**config.mk**
```make
export PLATFORM = sky130hd
export DESIGN_NAME = param_bit_rev_stream
export DESIGN_NICKNAME = d
export VERILOG_FILES = /design/src/rtl/param_bit_rev_stream.sv
export SDC_FILE = /design/constraint.sdc
export NUM_CORES = 1
export LEC_CHECK = 0
export BUFFER_PORTS_ARGS = -buffer_cell sky130_fd_sc_hd__buf_4
export CAP_MARGIN = 20
export CORE_ASPECT_RATIO = 0.8
export CORE_UTILIZATION = 40
export DETAILED_ROUTE_END_ITERATION = 7
export GPL_TIMING_DRIVEN = 0
export REMOVE_ABC_BUFFERS = 1
export SLEW_MARGIN = 20
export SYNTH_ARGS = -nofsm -noshare
export SYNTH_HDL_FRONTEND = slang
export SYNTH_SLANG_ARGS = --single-unit
```
**constraint.sdc**
```tcl
create_clock -name clk -period 2.4 [get_ports clk]
set_clock_uncertainty 0.05 [all_clocks]
set_input_delay 0 -clock clk [delete_from_list [all_inputs] [get_ports clk]]
set_output_delay 0 -clock clk [all_outputs]
set_load 0.01 [all_outputs]
```
**src/rtl/param_bit_rev_stream.sv**
```systemverilog
// Streaming bit/chunk permutation unit. Up to two transformed messages are held in a
// val/rdy elastic buffer, giving 1-cycle latency and full throughput.
module param_bit_rev_stream #(
  parameter int nbits    = 8,
  parameter int group    = 4,
  parameter int cnt_bits = 16
) (
  input  logic                clk,
  input  logic                reset,
  input  logic                in_val,
  output logic                in_rdy,
  input  logic [1:0]          in_mode,
  input  logic [nbits-1:0]    in_msg,
  output logic                out_val,
  input  logic                out_rdy,
  output logic [nbits-1:0]    out_msg,
  output logic [cnt_bits-1:0] xfer_count
);

  if (nbits < 2 || group < 1 || group > nbits || (nbits % group) != 0) begin : g_bad_params
    $error("param_bit_rev_stream: need nbits >= 2, 1 <= group <= nbits, nbits %% group == 0");
  end

  localparam int nchunks = nbits / group;

  typedef enum logic [1:0] {EMPTY, ONE, TWO} state_t;
  typedef enum logic [1:0] {PASS = 2'd0, BITREV = 2'd1, CHUNKREV = 2'd2, INREV = 2'd3} mode_t;

  state_t           state;
  logic [nbits-1:0] head;
  logic [nbits-1:0] tail;
  logic [nbits-1:0] bit_rev;
  logic [nbits-1:0] chunk_rev;
  logic [nbits-1:0] in_rev;
  logic [nbits-1:0] xformed;
  logic             enq;
  logic             deq;

  // The transform sits on the input side so only finished values are stored.
  always_comb begin
    bit_rev   = '0;
    chunk_rev = '0;
    in_rev    = '0;
    xformed   = in_msg;
    for (int i = 0; i < nbits; i++) begin
      bit_rev[i] = in_msg[nbits-1-i];
    end
    for (int k = 0; k < nchunks; k++) begin
      for (int j = 0; j < group; j++) begin
        chunk_rev[k*group+j] = in_msg[(nchunks-1-k)*group+j];
        in_rev[k*group+j]    = in_msg[k*group+group-1-j];
      end
    end
    case (mode_t'(in_mode))
      PASS:     xformed = in_msg;
      BITREV:   xformed = bit_rev;
      CHUNKREV: xformed = chunk_rev;
      INREV:    xformed = in_rev;
      default:  xformed = in_msg;
    endcase
  end

  // Ready looks only at registered state, so no combinational path from out_rdy to in_rdy.
  assign in_rdy  = (state != TWO) && !reset;
  assign enq     = in_val && in_rdy;
  assign deq     = out_val && out_rdy;
  assign out_msg = head;

  // NOTE: state registers use non-blocking assignments so every flop samples pre-edge values.
  always_ff @(posedge clk or posedge reset) begin
    if (reset) begin
      state      <= EMPTY;
      out_val    <= 1'b0;
      xfer_count <= '0;
      // NOTE: the two entries are cleared because out_msg must read 0 after reset;
      // a deeper buffer would normally be left unreset.
      head       <= '0;
      tail       <= '0;
    end else begin
      if (deq) begin
        xfer_count <= xfer_count + cnt_bits'(1);
      end
      case (state)
        EMPTY: begin
          if (enq) begin
            head    <= xformed;
            out_val <= 1'b1;
            state   <= ONE;
          end
        end
        ONE: begin
          if (enq && deq) begin
            head <= xformed;
          end else if (enq) begin
            tail  <= xformed;
            state <= TWO;
          end else if (deq) begin
            out_val <= 1'b0;
            state   <= EMPTY;
          end
        end
        TWO: begin
          if (deq) begin
            head  <= tail;
            state <= ONE;
          end
        end
        default: begin
          out_val <= 1'b0;
          state   <= EMPTY;
        end
      endcase
    end
  end

endmodule

```
==> flow_summary_export.csv <==
group,metric,value,unit
final_layout,stdcell_area,0.00221,mm2
sta,setup_viol,0,
final_layout,areaGrowthSynthToFinish,25.3,%
synthesis,syn-cell-area,0.00176,mm2
synthesis,number_of_synthesized_flops_with_an_enable_pin,0,
routing,drt-total-wl,3.35,mm
clocking,cts_tree,"built",
place,count_of_input_and_output_buffers,39,
routing,route.detailed.vias_per_inst,4.90,
global_routing,grt_use_total,15.1,%
sta,final_min_period_over_clock_period,79.0,%
place,postPlaceCellArea,0.00209,mm2
place,dp_hpwl,2.45,mm
routing,num_vias,1236,
synthesis,yosys_register_bits,35,
die,rows,21,
synthesis,post-synth-top-area-cell,"sky130_fd_sc_hd__dfrtp_1",
setup_path,worst-endpoint-required,2.51,ns
routing,met2WireLength,1.58,mm
setup_path,criticalPathCategory,"in -> reg",
clocking,clk_latency,0.28,ns
synthesis,post_synth_inst_count,151,
global_routing,grt_overflow_total,0,
die,core_outline_area,0.00420,mm2
sta,final.min_clock_period,1.90,ns
routing,remaining_number_of_nets_flagged_by_the_antenna_check_after_routing,0,
synthesis,avg_cell_area_syn,11.7,um2
clocking,postCtsSetupRepairBufs,0,
clocking,ctsHtreeMaxLevel,2,
sta,fmax,527,MHz
synthesis,synth_top_cells_by_area,"sky130_fd_sc_hd__dfrtp_1 (50%), sky130_fd_sc_hd__mux2_2 (12%), sky130_fd_sc_hd__mux2i_1 (6.8%), sky130_fd_sc_hd__xnor2_1 (6.5%), sky130_fd_sc_hd__nand2_1 (4.0%)",
setup_path,crit_fanout,36,
routing,drt_iter0_drc,66,
clocking,cts_resized,0,
global_routing,initial_antenna_violation_count,0,
sta,maxSlewViolCount,0,
routing,first_pass_iters,4,
global_routing,first_global_vias,1196,
synthesis,post-synth-top-area-fraction,49.6,%
setup_path,timing.critical_path.arrival,2.01,ns
status,run_status,"finished, final reports clean",
synthesis,yosysSeqAreaShare,49.6,%
routing,drc,0,
sta,tightest_slew,0.750,ns
final_layout,finish.net_count,209,
setup_path,worstSetupStartpointType,"input port",
clocking,num_clock_sinks,35,
routing,route.top_layer_used,"met4",
sta,timing.max_slew.rel_slack,49.9,%
clocking,cts.path.max_buffers,2,
routing,met3_wirelength,103,um
final_layout,drive_gt1_share,37.9,%
final_layout,antenna-diode-count,0,
die,floorplan.die_area,0.00468,mm2
synthesis,synthesis.yosys.warnings,0,
setup_path,crit_path_end_kind,"register",
min_path,holdCritPathClass,"in -> reg",
job,maxCapViolCount,0,
global_routing,largest_net_degree_at_the_start_of_global_routing,37,
sta,final_number_of_hold_violating_endpoints,0,
pwr,leakage_power,1.03,nW
synthesis,synthMostInstantiatedCell,"sky130_fd_sc_hd__dfrtp_1",
sta,rsz0062_at_grt,"false",
global_routing,grt_pass1_wl,5.40,mm
clocking,clkSlewWorstSetupHoldPaths,0.07,ns
sta,timing.setup.tns,0,ns
synthesis,synth_cell_types,29,
clocking,clock-root-buffer,"sky130_fd_sc_hd__clkbuf_8",
pwr,power.density,968,mW/mm2
routing,wire_per_inst,13.3,um
synthesis,dominantRegCellSynth,"sky130_fd_sc_hd__dfrtp_1",
die,design.portCount,40,
die,initial_core_util,42.0,%
die,die_y,61.4,um
pwr,ir_worst_vdd,579,uV
clocking,numCtsBuffers,5,
place,place_congestion,0.689,
die,die_width,76.3,um
synthesis,netlist_top_cells_count,"sky130_fd_sc_hd__dfrtp_1 (35), sky130_fd_sc_hd__mux2_2 (19), sky130_fd_sc_hd__nand2_1 (19), sky130_fd_sc_hd__xnor2_1 (13), sky130_fd_sc_hd__mux2i_1 (12)",
routing,detail_route.wirelength.met1,1.63,mm
synthesis,synth_async_sr_flop_share,100,%
metrics by stage:
step / util (%) / power, mW / hold slack (ns) / setup WS, ns / instances
2_1_floorplan: - / 1.38 / -0.00247 / 0.540 / 146
3_3_place_gp: 49.7 / 1.67 / 0.222 / 0.238 / 242
3_5_place_dp: 49.7 / 1.70 / 0.163 / 0.216 / 242
4_1_cts: 52.5 / 2.16 / 0.0110 / 0.190 / 252
5_1_grt: 52.6 / 2.28 / 0.0208 / 0.305 / 252
6_report: 52.6 / 2.14 / 0.0164 / 0.503 / 252
cell usage in the layout, fill, tap and decap left out, types with 2 or more instances in the layout:
cell	n
sky130_fd_sc_hd__and2_1	2
sky130_fd_sc_hd__buf_4	39
sky130_fd_sc_hd__clkbuf_8	7
sky130_fd_sc_hd__dfrtp_1	35
sky130_fd_sc_hd__dlygate4sd3_1	2
sky130_fd_sc_hd__mux2_2	19
sky130_fd_sc_hd__mux2i_1	12
sky130_fd_sc_hd__nand2_1	19
sky130_fd_sc_hd__nand3_1	7
sky130_fd_sc_hd__nand4_1	5
sky130_fd_sc_hd__nor2_1	6
sky130_fd_sc_hd__o21ai_0	10
sky130_fd_sc_hd__xnor2_1	13
sky130_fd_sc_hd__xor2_1	2
layer usage:
metal | track usage (%) | up-vias
li1 | - | 610
met1 | 19.5 | 601
met2 | 24.8 | 21
met3 | 3.56 | 4
met4 | 6.87 | 0
met5 | 0 | -
layout make-up:
type                            count  area (um2)
Fill cell                         386        1990
Sequential cell                    35         876
Multi-Input combinational cell    109         843
Timing Repair Buffer               41         313
Clock buffer                        8         100
Tap cell                           57        71.3
Inverter                            2        7.51
worst max-delay path, stage by stage:
cell and delay (ns):
sky130_fd_sc_hd__dlygate4sd3_1 0.53, sky130_fd_sc_hd__buf_4 0.15, sky130_fd_sc_hd__inv_2 0.54, sky130_fd_sc_hd__a32oi_4 0.23
sky130_fd_sc_hd__nand2_4 0.18, sky130_fd_sc_hd__mux2_2 0.35
worst paths after layout:
kind | start | end | slack, ns | cells after the start
worst max-delay path | reset | out_msg[6]$_DFFE_PP0P_ | 0.50 | 6
worst min-delay path | in_val | state[0]$_DFFE_PP0P_ | 0.02 | 3
worst max register to register | state[1]$_DFFE_PP0P_ | out_msg[5]$_DFFE_PP0P_ | 0.53 | 3
worst min register to register | tail[3]$_DFFE_PP0P_ | tail[3]$_DFFE_PP0P_ | 0.43 | 2
max in group asynchronous | reset | out_msg[1]$_DFFE_PP0P_ | 1.43 | 3
min in group asynchronous | reset | xfer_count[0]$_DFFE_PP0P_ | 0.39 | 3
repair_timing:
item,CTS,global route
hold buffers,2,0
setup endpoints to repair,0,0
endpoints found under the hold margin,36,0
power breakdown:
| group | leakage [nW] | internal (mW) | total (mW) | switching (mW) |
|---|---|---|---|---|
| clock network | 0.0515 | 0.262 | 0.458 | 0.196 |
| registers | 0.439 | 0.793 | 0.954 | 0.161 |
| logic | 0.540 | 0.402 | 0.728 | 0.326 |
| total | 1.03 | 1.46 | 2.14 | 0.683 |
sequential cells by signal (all words and copies together) (netlist names):
name / cells
xfer_count: 16
state: 2
out_msg: 8
out_val: 1
tail: 8
cell families after synthesis:
| kind of cell | share of synthesized area (%) |
|---|---|
| AND/OR/NAND/NOR | 14.9 |
| flip-flops | 49.6 |
| multiplexers | 19.8 |
| XOR/XNOR | 7.45 |
| AO/OA/AOI/OAI | 4.82 |
| buffers and inverters | 2.70 |
| adder cells (fa/ha/maj) | 0.709 |
Note: power is estimated with default switching activity, not from simulation.
